[config.mk]
export PLATFORM = sky130hd
export DESIGN_NAME = fifo_wr_arbiter
export DESIGN_NICKNAME = d
export VERILOG_FILES = /design/src/rtl/fifo_wr_arbiter.sv
export SDC_FILE = /design/constraint.sdc
export NUM_CORES = 1
export LEC_CHECK = 0
export ABC_AREA = 1
export ABC_CLOCK_PERIOD_IN_PS = 2450
export CORE_MARGIN = 4
export CORE_UTILIZATION = 40
export DETAILED_ROUTE_END_ITERATION = 16
export PLACE_DENSITY = 0.83
export SLEW_MARGIN = 20
export SYNTH_ARGS = -nofsm -noshare
export SYNTH_HDL_FRONTEND = slang
export SYNTH_SLANG_ARGS = --single-unit
[constraint.sdc]
create_clock -name i_clk -period 2.45 [get_ports i_clk]
set_input_delay 0.735 -clock i_clk [delete_from_list [all_inputs] [get_ports i_clk]]
set_output_delay 0.735 -clock i_clk [all_outputs]
set_load 0.03 [all_outputs]
[src/rtl/fifo_wr_arbiter.sv]
// fifo_wr_arbiter: round-robin arbiter sharing one async FIFO write port
// among NUM_REQ producers. A grant is held until the owner's packet ends,
// so packets from different producers never interleave in the FIFO.
//
// Optional build macro: FIFO_ARB_BURST_CAP_EN
//   defined   - a grant is also released after MAX_BURST accepted beats;
//               the producer re-requests and resumes its packet later
//   undefined - only the owner's last flag releases the grant
//
// state   | meaning
// --------+-------------------------------------------------------------
// S_IDLE  | no owner; pick the next requester starting at r_rr_ptr
// S_GRANT | r_owner holds the write port until its release beat
module fifo_wr_arbiter #(
  parameter int NUM_REQ    = 4,
  parameter int DATA_WIDTH = 8,
  parameter int MAX_BURST  = 16,
  parameter int CNT_WIDTH  = 5
) (
  input  logic                          i_clk,
  input  logic                          i_RST,
  input  logic [NUM_REQ-1:0]            i_req,
  input  logic [NUM_REQ*DATA_WIDTH-1:0] i_data,
  input  logic [NUM_REQ-1:0]            i_last,
  input  logic                          i_Full_Flag,
  output logic [NUM_REQ-1:0]            o_ack,
  output logic [NUM_REQ-1:0]            o_grant,
  output logic                          o_wr_en,
  output logic [DATA_WIDTH-1:0]         o_wr_data,
  output logic                          o_busy
);

  localparam int IDX_W = (NUM_REQ > 1) ? $clog2(NUM_REQ) : 1;

`ifdef FIFO_ARB_BURST_CAP_EN
  localparam logic L_CAP_EN = 1'b1;
`else
  localparam logic L_CAP_EN = 1'b0;
`endif

  typedef enum logic {
    S_IDLE  = 1'b0,
    S_GRANT = 1'b1
  } state_t;

  state_t                  r_state;
  state_t                  w_state_nxt;
  logic [IDX_W-1:0]        r_owner;
  logic [IDX_W-1:0]        w_owner_nxt;
  logic [IDX_W-1:0]        r_rr_ptr;
  logic [IDX_W-1:0]        w_rr_nxt;
  logic [NUM_REQ-1:0]      r_grant;
  logic [NUM_REQ-1:0]      w_grant_nxt;
  logic [CNT_WIDTH-1:0]    r_beat_cnt;
  logic [CNT_WIDTH-1:0]    w_cnt_nxt;

  logic                    w_found;
  logic [IDX_W-1:0]        w_pick;
  logic [IDX_W-1:0]        w_owner_inc;
  logic                    w_accept;
  logic                    w_cap_hit;
  logic                    w_release;
  logic [DATA_WIDTH-1:0]   w_slice [NUM_REQ];

  // Round-robin search: descending scan so the requester closest to r_rr_ptr wins.
  always_comb begin
    logic [IDX_W:0]   v_sum;
    logic [IDX_W-1:0] v_idx;
    w_found = 1'b0;
    w_pick  = '0;
    v_sum   = '0;
    v_idx   = '0;
    for (int i = NUM_REQ - 1; i >= 0; i--) begin
      v_sum = {1'b0, r_rr_ptr} + (IDX_W+1)'(i);
      if (v_sum >= (IDX_W+1)'(NUM_REQ)) begin
        v_sum = v_sum - (IDX_W+1)'(NUM_REQ);
      end
      v_idx = v_sum[IDX_W-1:0];
      if (i_req[v_idx]) begin
        w_found = 1'b1;
        w_pick  = v_idx;
      end
    end
  end

  // Unpack the producer data bus into per-producer beats for the owner mux.
  always_comb begin
    for (int k = 0; k < NUM_REQ; k++) begin
      w_slice[k] = i_data[k*DATA_WIDTH +: DATA_WIDTH];
    end
  end

  assign w_owner_inc = (r_owner == IDX_W'(NUM_REQ - 1)) ? '0 : r_owner + IDX_W'(1);

  // Accept is combinational against the same-cycle full flag so no beat is lost.
  assign w_accept  = (r_state == S_GRANT) & i_req[r_owner] & ~i_Full_Flag & ~i_RST;
  assign w_cap_hit = (r_beat_cnt == CNT_WIDTH'(MAX_BURST - 1));
  assign w_release = w_accept & (i_last[r_owner] | (L_CAP_EN & w_cap_hit));

  assign o_wr_en   = w_accept;
  assign o_ack     = w_accept ? (NUM_REQ'(1) << r_owner) : '0;
  assign o_wr_data = (r_state == S_GRANT) ? w_slice[r_owner] : '0;
  assign o_grant   = r_grant;
  assign o_busy    = (r_state == S_GRANT) & ~i_RST;

  // Next-state, owner, round-robin pointer, grant and beat count.
  always_comb begin
    w_state_nxt = r_state;
    w_owner_nxt = r_owner;
    w_rr_nxt    = r_rr_ptr;
    w_grant_nxt = r_grant;
    w_cnt_nxt   = r_beat_cnt;
    case (r_state)
      S_IDLE: begin
        if (w_found) begin
          w_state_nxt = S_GRANT;
          w_owner_nxt = w_pick;
          w_grant_nxt = NUM_REQ'(1) << w_pick;
          w_cnt_nxt   = '0;
        end
      end
      S_GRANT: begin
        if (w_accept) begin
          w_cnt_nxt = r_beat_cnt + CNT_WIDTH'(1);
        end
        if (w_release) begin
          w_state_nxt = S_IDLE;
          w_grant_nxt = '0;
          w_rr_nxt    = w_owner_inc;
        end
      end
      default: begin
        w_state_nxt = S_IDLE;
        w_grant_nxt = '0;
      end
    endcase
  end

  // State registers with synchronous active-high reset.
  always_ff @(posedge i_clk) begin
    if (i_RST) begin
      r_state    <= S_IDLE;
      r_owner    <= '0;
      r_rr_ptr   <= '0;
      r_grant    <= '0;
      r_beat_cnt <= '0;
    end else begin
      r_state    <= w_state_nxt;
      r_owner    <= w_owner_nxt;
      r_rr_ptr   <= w_rr_nxt;
      r_grant    <= w_grant_nxt;
      r_beat_cnt <= w_cnt_nxt;
    end
  end

endmodule

-- Word-level counts from Yosys, hierarchy flattened
Cells that the tools add are included.
- output and inout port bits: 18
- bits in registers: 9
- $lt $le $gt $ge: 10
- add/subtract/negate cells: 8
- equal/unequal tests: 3
- mux-type cells: 36
- bitwise gates (word level): 9
- reduce and logical (&&, ||, !) cells: 3
- shift operators: 2
- operators by type and width (cell ; count):
    8-bit two-way mux ; 3
    2-bit two-way mux ; 9
    8-bit binary-select mux with 2-bit select ; 1
    2-bit by 3-bit < comparator with 1-bit output, second input constant ; 5
    1-bit binary-select mux with 2-bit select ; 6
    3-bit >= comparator, second input constant ; 4
    1-bit two-way mux ; 12
    4-bit two-way mux ; 3
    4-bit case mux with 2 select lines ; 1
    1-bit by 2-bit << shifter with 4-bit output, first input constant ; 2
    2-bit by 1-bit subtractor with 2-bit output, second input constant ; 4
    2-bit by 2-bit adder with 3-bit output, second input constant ; 2
    2-bit AND reduction ; 3
    1-bit AND ; 5
    2-bit by 1-bit adder with 3-bit output, second input constant ; 1
    2-bit by 3-bit >= comparator with 1-bit output, second input constant ; 1
    1-bit inverter ; 3
    2-bit inverter with 3-bit output ; 1
    2-bit by 1-bit adder with 2-bit output, second input constant ; 1
    2-bit equality test, second input constant ; 1
    2-bit by 1-bit != test with 1-bit output, second input constant ; 1
    2-bit != test, second input constant ; 1
    1-bit case mux with 2 select lines ; 1

-- Logic depth before layout (Yosys ltp)
Gate-level depths: netlist of run 1.
- depth in word-level cells: 12
- mapped depth: 13
- mapped depth without buffers: 12

-- Worst setup path after synthesis of run 1
Ideal clock, no wire load.
- path kind: input-to-output
- start point: input i_RST
- end point: output o_ack[0]
- arrival time: 1.959 ns
- stages on the path: 6
- setup slack: -0.244 ns
- data required time: 1.715 ns
- cells stage by stage: buf_6 > nor3_2 > nand2_1 > a31oi_4 > inv_1 > nor2_1
- cells in the longest elaborated chain, start to end: 3
- RTL lines (element ; RTL line ; RTL):
    from (decl) ; 21 ; input logic i_RST,
    1-bit inverter ; 96 ; assign w_accept = (r_state == S_GRANT) & i_req[r_owner] & ~i_Full_Flag & ~i_RST;
    1-bit AND ; 96 ;
    net o_wr_en ; 28 ; output logic o_wr_en,
    4-bit two-way mux ; 101 ; assign o_ack = w_accept ? (NUM_REQ'(1) << r_owner) : '0;
    to (decl) ; 26 ; output logic [NUM_REQ-1:0] o_ack,
The timed path passes the listed nets, and every way through them passes these cells.

-- Final worst setup path of run 1
- start point: input i_data[21]
- end point: output o_wr_data[5]
- cells in the longest elaborated chain, start to end: 4
- RTL lines (element ; RTL line ; RTL):
    from (decl) ; 23 ; input logic [NUM_REQ*DATA_WIDTH-1:0] i_data,
    8-bit binary-select mux with 2-bit select ; 102 ; assign o_wr_data = (r_state == S_GRANT) ? w_slice[r_owner] : '0;
    8-bit two-way mux (implied by the code) (2 in a row) ; 102 ;
    8-bit two-way mux ; 102 ;
    to (decl) ; 29 ; output logic [DATA_WIDTH-1:0] o_wr_data,
Every way passes these cells. The select of a mux whose other input is x is not followed.

==> results.txt, run 1 <==
----------------------------------------------------
[Clock network]
  Number of buffers created by CTS ... 3
  Clock-pin slew of the registers on the worst-case setup and hold paths ... 0.06 ns
  Insertion delay of the later-clocked pin in the worst-skew pair ... 0.26 ns
  Number of buffers inserted by post-CTS setup repair ... 0
  TritonCTS clock tree ... built
  Hold buffer count at CTS ... 0
  Clock Tree Root ... clkbuf_4
  H-tree lvl count ... 1
  Buffer levels on the longest clock path ... 2
  Sinks on Clock Net ... 9

[Floorplanning]
  Chip width ... roughly 60 microns
  Height of the die ... 60.4 microns
  Floorplan die area ... 0.00365 sq mm
  Boundary pin count ... 61
  Area of the placeable core ... approximately 0.0025 sq mm
  Number of placement rows ... 18
  Initial core utilization ... 0.431

[Drt]
  Average detailed-routed wire length per instance ... 11.9 microns
  Met1 wire length ... roughly 1.5 mm
  Detailed route wirelength on metal3 ... 197 microns
  Number of violations reported at the end of detailed-routing iteration 0 ... 49
  Remaining antenna violation count after routing ... 0
  Total number of vias ... 1,376
  Top layer used by detailed routing ... met4
  Met2 WL ... roughly 1.6 mm
  Total iterations of the first detailed-routing run ... 4
  Final Routed Wirelength ... 3.33 mm
  DRC ... 0
  Vias/cell ... 4.91

[Logic synthesis]
  Post-synthesis cell type with the largest combined area ... dfxtp_1
  Sequential-to-total area share from yosys stat ... 0.164
  Number of distinct library cells after synthesis ... 23
  Share of Yosys cell area claimed by the top area cell type ... 0.164
  Gate count of the mapped netlist ... 183
  Nets in the synthesized netlist ... 230
  Post-synthesis cell area ... around 0.0011 sq mm
  Mapped Avg Cell Area ... about 6.0 sq um
  Yosys synthesis warning count ... 0
  Synthesized flop and latch total ... 9
  Most area-consuming cells after synthesis ... dfxtp_1 16%, nor2_1 13%, nand2_1 9.6%

[Global routing]
  Number of antenna violations at the first check in global routing ... 0
  Global-route usage over all layers ... 0.196
  Total congestion overflow after global routing ... 0
  Global-route wire length before repair ... 5.47 mm
  Vias in the first global route ... 1,221
  Pin count of the biggest net entering global routing ... 17

[Placement]
  Gpl congestion ... between 0.7 and 0.8
  Pre-CTS setup slack ... -0.327 ns
  Half-perimeter wire length of the detailed placement result ... 2.63 mm
  Count of input and output buffers ... 60

[Setup path]
  CP cell instances ... clkdlybuf4s50_1 -> nor2_1 -> nor2_1 -> o21ai_0 -> a21oi_1 -> buf_4
  Crit path DAT ... between 1.5 and 2 ns
  Critical Path Slowest Stage Cell ... clkdlybuf4s50_1
  Maximum fanout along the worst path ... 1
  Path type of the worst setup path ... input port to primary output
  CP required ... 1.71 ns
  Source of the worst register-to-register timing path ... r_rr_ptr[0]
  Cell repeated most along the worst path ... nor2_1
  Reg2reg setup slack ... 0.87 ns
  Type of element launching the critical path ... input port
  Setup crit end kind ... primary output
  CP top delay family ... buffers and inverters
  Delay of the slowest cell on the worst path ... 0.47 ns
  Number of buffer and inverter instances along the worst setup path ... 2
  Reg2reg path depth ... 11
  End of the worst register-to-register path ... r_owner[1]

[Power and ir drop]
  Peak supply drop ... approximately 0.35 mV
  Clock power share ... 0.159
  Switching part of the total power ... 0.431
  PD cells ... 389 mW/mm^2
  Overall Power ... 0.715 mW
  P_int ... 0.407 mW
  Sequential Power Share ... 0.239
  Leakage Power ... 0.929 nW
  Power spent charging and discharging nets ... roughly 0.3 mW
  Proportion of power drawn by combinational gates ... 0.602

[Timing]
  Setup skew after layout ... 0.00105 ns
  Worst Slack Setup Final ... -0.00449 ns
  Final worst path period share ... 1.00
  Post-route minimum period ... 2.45 ns
  Number of setup violations in the final report ... 1
  Final hold viol count ... 0
  Transition time at the pin with the least slew margin ... 0.382 ns
  Setup repair after global routing missed its margin ... yes
  Max-slew violation count ... 0
  Setup TNS ... -0.00449 ns
  Achievable frequency ... 407 MHz
  Relative slew margins ... 0.745

[Min path]
  Number of instances on the worst hold path ... 2
  Critical hold path startpoint ... o_grant[0]
  Min-Delay Path Class ... flip-flop to flip-flop
  Worst min-delay path endpoint ... o_grant[0]

[Finish]
  Nets ... 298
  Number of antenna cells inserted ... 0
  Post-Route Utilization ... 0.723
  Post-synthesis to final-layout area growth ... 67.6%
  Layout cell share with drive strength beyond 1 ... 0.284

[Flow run]
  Max Cap Violations ... 0

[Run status]
  Status ... finished with violations
  Failing checks ... negative setup slack

----------------------------------------------------
worst reg2reg max path: stages, from the launching register on:
cell	delay, ns
dfxtp_1	0.55
inv_8	0.09
nand2_2	0.07
nand2_2	0.07
nand2_4	0.09
nand2_4	0.06
nor2_2	0.11
nand2_2	0.08
nand2_4	0.09
inv_2	0.06
o21ai_1	0.13
a21oi_1	0.06
routing by layer:
| layer | GRT usage | vias to the layer above |
|---|---|---|
| li1 | - | 721 |
| met1 | 0.252 | 600 |
| met2 | 0.327 | 48 |
| met3 | 0.0468 | 7 |
| met4 | 0.0506 | 0 |
| met5 | 0 | - |
cell families after synthesis:
group | synth area share
AO/OA/AOI/OAI | 0.233
adder cells (fa/ha/maj) | 0.0456
buffers and inverters | 0.125
flip-flops | 0.164
AND/OR/NAND/NOR | 0.432
placed cells by master (no fill, tap or decap), types with 5 or more instances in the layout:
cell type	n
a21oi_1	15
buf_4	22
clkdlybuf4s50_1	28
dfxtp_1	9
dlygate4sd2_1	5
dlymetal6s2s_1	11
inv_1	14
nand2_1	25
nand2_2	14
nand2_4	7
nand3_1	11
nor2_1	33
o21ai_0	5
o21ai_1	16
repair_timing:
item | in CTS | in global routing
endpoints found under the setup margin | 9 | 13
pin swaps | 11 | 9
resized for setup | 20 | 24
flip-flops by register name, indices dropped and copies added, names as in the netlist:
| signal | flops |
|---|---|
| r_owner | 2 |
| r_rr_ptr | 2 |
| o_grant | 4 |
| r_state | 1 |
power by group through the flow:
| stage | Sequential, mW | Combinational, mW | Clock [mW] |
|---|---|---|---|
| after global routing | 0.173 | 0.469 | 0.128 |
| final | 0.171 | 0.430 | 0.114 |
| after floorplan | 0.184 | 0.252 | 0 |
| after detailed placement | 0.173 | 0.426 | 0 |
| after global placement | 0.173 | 0.422 | 0 |
| after CTS | 0.170 | 0.429 | 0.119 |
area by class of cell:
| class | instances | area, sq um |
|---|---|---|
| Tap cell | 30 | 37.5 |
| Multi-Input combinational cell | 145 | 828 |
| Fill cell | 217 | 706 |
| Clock buffer | 4 | 26.3 |
| Inverter | 20 | 85.1 |
| Timing Repair Buffer | 72 | 682 |
| Sequential cell | 9 | 180 |
metrics by stage:
step,std cells,hold slack [ns],area [sq um]
after global placement,276,0.476,1770
after detailed placement,276,0.481,1770
final,280,0.496,1840
after floorplan,183,0.463,1130
after CTS,280,0.495,1810
after global routing,280,0.531,1840
worst max path at each step:
stage,start,end,depth (start not counted)
finish,i_data[21],o_wr_data[5],6
global route,i_data[5],o_wr_data[5],6
detailed placement,i_RST,o_ack[0],7
global placement,i_RST,o_ack[1],7
CTS,i_data[5],o_wr_data[5],6
floorplan,i_RST,o_ack[0],6
cells in the mapped netlist:
cell      instances
nand3_1          12
nand2_4           7
a31oi_4           1
nor2_1           37
dfxtp_1           9
nor3_2            1
buf_6             2
inv_1            15
a22oi_2           1
a211oi_1          1
a21oi_2           3
inv_8             1
o21ai_1           3
nor2_2            2
o21ai_0          18
a21oi_1          15
ha_1              4
buf_2             5
nand2_2          11
clkbuf_1          2
inv_2             4
nand2_1          28
o211ai_1          1
No activity file was read; power rests on OpenSTA's default activity.
==> run 2: changes to the inputs <==
--- a/config.mk
+++ b/config.mk
@@ -7,10 +7,12 @@
 export LEC_CHECK = 0
 export ABC_AREA = 1
 export ABC_CLOCK_PERIOD_IN_PS = 2450
+export CAP_MARGIN = 20
 export CORE_MARGIN = 4
 export CORE_UTILIZATION = 40
 export DETAILED_ROUTE_END_ITERATION = 16
 export PLACE_DENSITY = 0.83
+export SKIP_LAST_GASP = 1
 export SLEW_MARGIN = 20
 export SYNTH_ARGS = -nofsm -noshare
 export SYNTH_HDL_FRONTEND = slang
==> run 2 against run 1 <==
  * The flow now finishes without violations
  * Clock power about the same
  * Critical path depth unchanged
  * Total power down 0.17%
  * Largest cell class unchanged
  * Final area down 0.95%
  * Routed wire length down 1.2%
  * Largest power group unchanged
  * Worst hold slack about the same
  * Sequential share of layout area up 0.094 points
  * Non-clock buffer count unchanged
==> results.txt, run 2 (synthesized netlist as in run 1, its figures left out) <==
----------------------------------------------------
[Power and ir drop]
  Leakage Power ... 0.865 nW
  P_int ... between 0.4 and 0.5 mW
  Switching part of the total power ... 0.429
  Sequential Power Share ... 0.239
  Power spent charging and discharging nets ... 0.306 mW
  PD cells ... 392 mW/mm^2
  Peak supply drop ... 0.353 mV
  Clock power share ... 0.160
  Proportion of power drawn by combinational gates ... 0.601

[Timing]
  Number of setup violations in the final report ... 0
  Relative slew margins ... 0.745
  Max-slew violation count ... 0
  Setup skew after layout ... between 0.001 and 0.0015 ns
  Final worst path period share ... 0.995
  Setup TNS ... 0 ns
  Post-route minimum period ... around 2.4 ns
  Worst hold margin ... 0.496 ns
  Final hold viol count ... 0
  Setup repair after global routing missed its margin ... yes
  Transition time at the pin with the least slew margin ... about 0.38 ns
  Achievable frequency ... ~400 MHz

[Placement]
  Gpl congestion ... ~0.78
  Half-perimeter wire length of the detailed placement result ... 2.63 mm
  Count of input and output buffers ... 60

[Drt]
  Final Routed Wirelength ... 3.29 mm
  Total number of vias ... 1,367
  Vias/cell ... 4.88
  Total iterations of the first detailed-routing run ... 4
  Number of violations reported at the end of detailed-routing iteration 0 ... 40
  Remaining antenna violation count after routing ... 0
  DRC ... 0
  Average detailed-routed wire length per instance ... roughly 12 microns

[Setup path]
  CP Launch Point ... i_data[3]
  Maximum fanout along the worst path ... 1
  CP required ... 1.71 ns
  Path type of the worst setup path ... input port to primary output
  Setup crit end kind ... primary output
  Type of element launching the critical path ... input port
  Crit path DAT ... approximately 1.7 ns
  Source of the worst register-to-register timing path ... r_rr_ptr[0]

[Finish]
  Commonest cells after routing, fill and taps aside ... 35 x clkdlybuf4s50_1, 33 x nor2_1, 25 x nand2_1
  Nets ... 298
  Most common cell after layout, fill and taps aside ... clkdlybuf4s50_1
  Fill cell total of the finished layout ... 215
  Post-synthesis to final-layout area growth ... 66.0%
  Number of flip-flops under the largest register name ... 4
  Number of antenna cells inserted ... 0
  Layout cell share with drive strength beyond 1 ... 0.284

[Global routing]
  Number of antenna violations at the first check in global routing ... 0
  Global-route usage over all layers ... 0.196
  Global-route wire length before repair ... 5.47 mm
  Total congestion overflow after global routing ... 0
  Pin count of the biggest net entering global routing ... 17
  Vias in the first global route ... 1,221

[Clock network]
  Clock Tree Root ... clkbuf_4
  Number of buffers created by CTS ... 3
  Hold buffer count at CTS ... 0
  TritonCTS clock tree ... built
  Sinks on Clock Net ... 9
  Clock-pin slew of the registers on the worst-case setup and hold paths ... roughly 0.060 ns
  Insertion delay of the later-clocked pin in the worst-skew pair ... 0.26 ns
  H-tree lvl count ... 1
  Buffer levels on the longest clock path ... 2

[Floorplanning]
  Floorplan die area ... between 0.003 and 0.004 sq mm
  Number of placement rows ... 18
  Chip width ... 60.4 microns
  Boundary pin count ... 61
  Height of the die ... 60.4 microns
  Initial core utilization ... 0.431
  Area of the placeable core ... 0.00254 sq mm

[Run status]
  Status ... completed

[Min path]
  Critical hold path startpoint ... r_state
  Min-Delay Path Class ... flip-flop to flip-flop

[Flow run]
  Max Cap Violations ... 0

----------------------------------------------------
## run 2: repair_timing
action,4_1_cts,5_1_grt
gates resized for setup,20,10
gates cloned,0,0
setup endpoints to repair,9,13
setup buffers,0,0
pin swaps,11,9
## run 2: final timing paths
| kind | endpoint | slack (ns) | cells past startpoint |
|---|---|---|---|
| worst min register to register | r_state | 0.50 | 2 |
| worst max register to register | r_owner[1] | 0.87 | 11 |
| worst min-delay path | r_state | 0.50 | 2 |
| worst max-delay path | o_wr_data[3] | 0.01 | 6 |
## run 2: critical path: stages
cell and delay (ns):
clkdlybuf4s50_1 0.46, nor2_1 0.04, nor2_1 0.07, o21ai_0 0.08
a21oi_1 0.14, buf_4 0.17
## run 2: cell type report
class | instances | area [sq um] | area share
tap | 30 | 37.5 | 0.0206
timing repair buffer | 72 | 664 | 0.365
clock buffer | 4 | 26.3 | 0.0144
inverter | 20 | 85.1 | 0.0467
multi-input combinational | 145 | 828 | 0.455
sequential | 9 | 180 | 0.0989
## run 2: metrics by stage
step | area (sq um) | setup WS (ns) | std cells | util | total power [mW]
2_1_floorplan | 1130 | -0.0481 | 183 | - | 0.436
3_3_place_gp | 1770 | -0.311 | 276 | 0.695 | 0.595
3_5_place_dp | 1770 | -0.327 | 276 | 0.695 | 0.599
4_1_cts | 1810 | 0.00532 | 280 | 0.711 | 0.718
5_1_grt | 1820 | -0.0593 | 280 | 0.716 | 0.768
6_report | 1820 | 0.0111 | 280 | 0.716 | 0.714
## run 2: power by group through the flow
stage               clock network [mW]  registers (mW)  logic [mW]
finish                           0.114           0.171       0.429
global route                     0.128           0.173       0.468
CTS                              0.119           0.170       0.429
detailed placement                   0           0.173       0.426
global placement                     0           0.173       0.422
floorplan                            0           0.184       0.252
## run 2: per-layer routing
| layer | up-vias | wire, microns | share of wire | GRT usage |
|---|---|---|---|---|
| met4 | 0 | 52 | 0.016 | 0.0506 |
| met1 | 593 | 1460 | 0.44 | 0.252 |
| met5 | - | 0 | 0 | 0 |
| li1 | 723 | - | - | - |
| met3 | 7 | 202 | 0.061 | 0.0468 |
| met2 | 44 | 1580 | 0.48 | 0.327 |
==> run 3: changes to the inputs <==
--- a/config.mk
+++ b/config.mk
@@ -7,9 +7,10 @@
 export LEC_CHECK = 0
 export ABC_AREA = 1
 export ABC_CLOCK_PERIOD_IN_PS = 2450
-export CAP_MARGIN = 20
+export CAP_MARGIN = 30
 export CORE_MARGIN = 4
 export CORE_UTILIZATION = 40
+export CTS_CLUSTER_SIZE = 16
 export DETAILED_ROUTE_END_ITERATION = 16
 export PLACE_DENSITY = 0.83
 export SKIP_LAST_GASP = 1
==> results of run 3 <==
No change in the layout: final DEF, timing and power equal those of run 2.
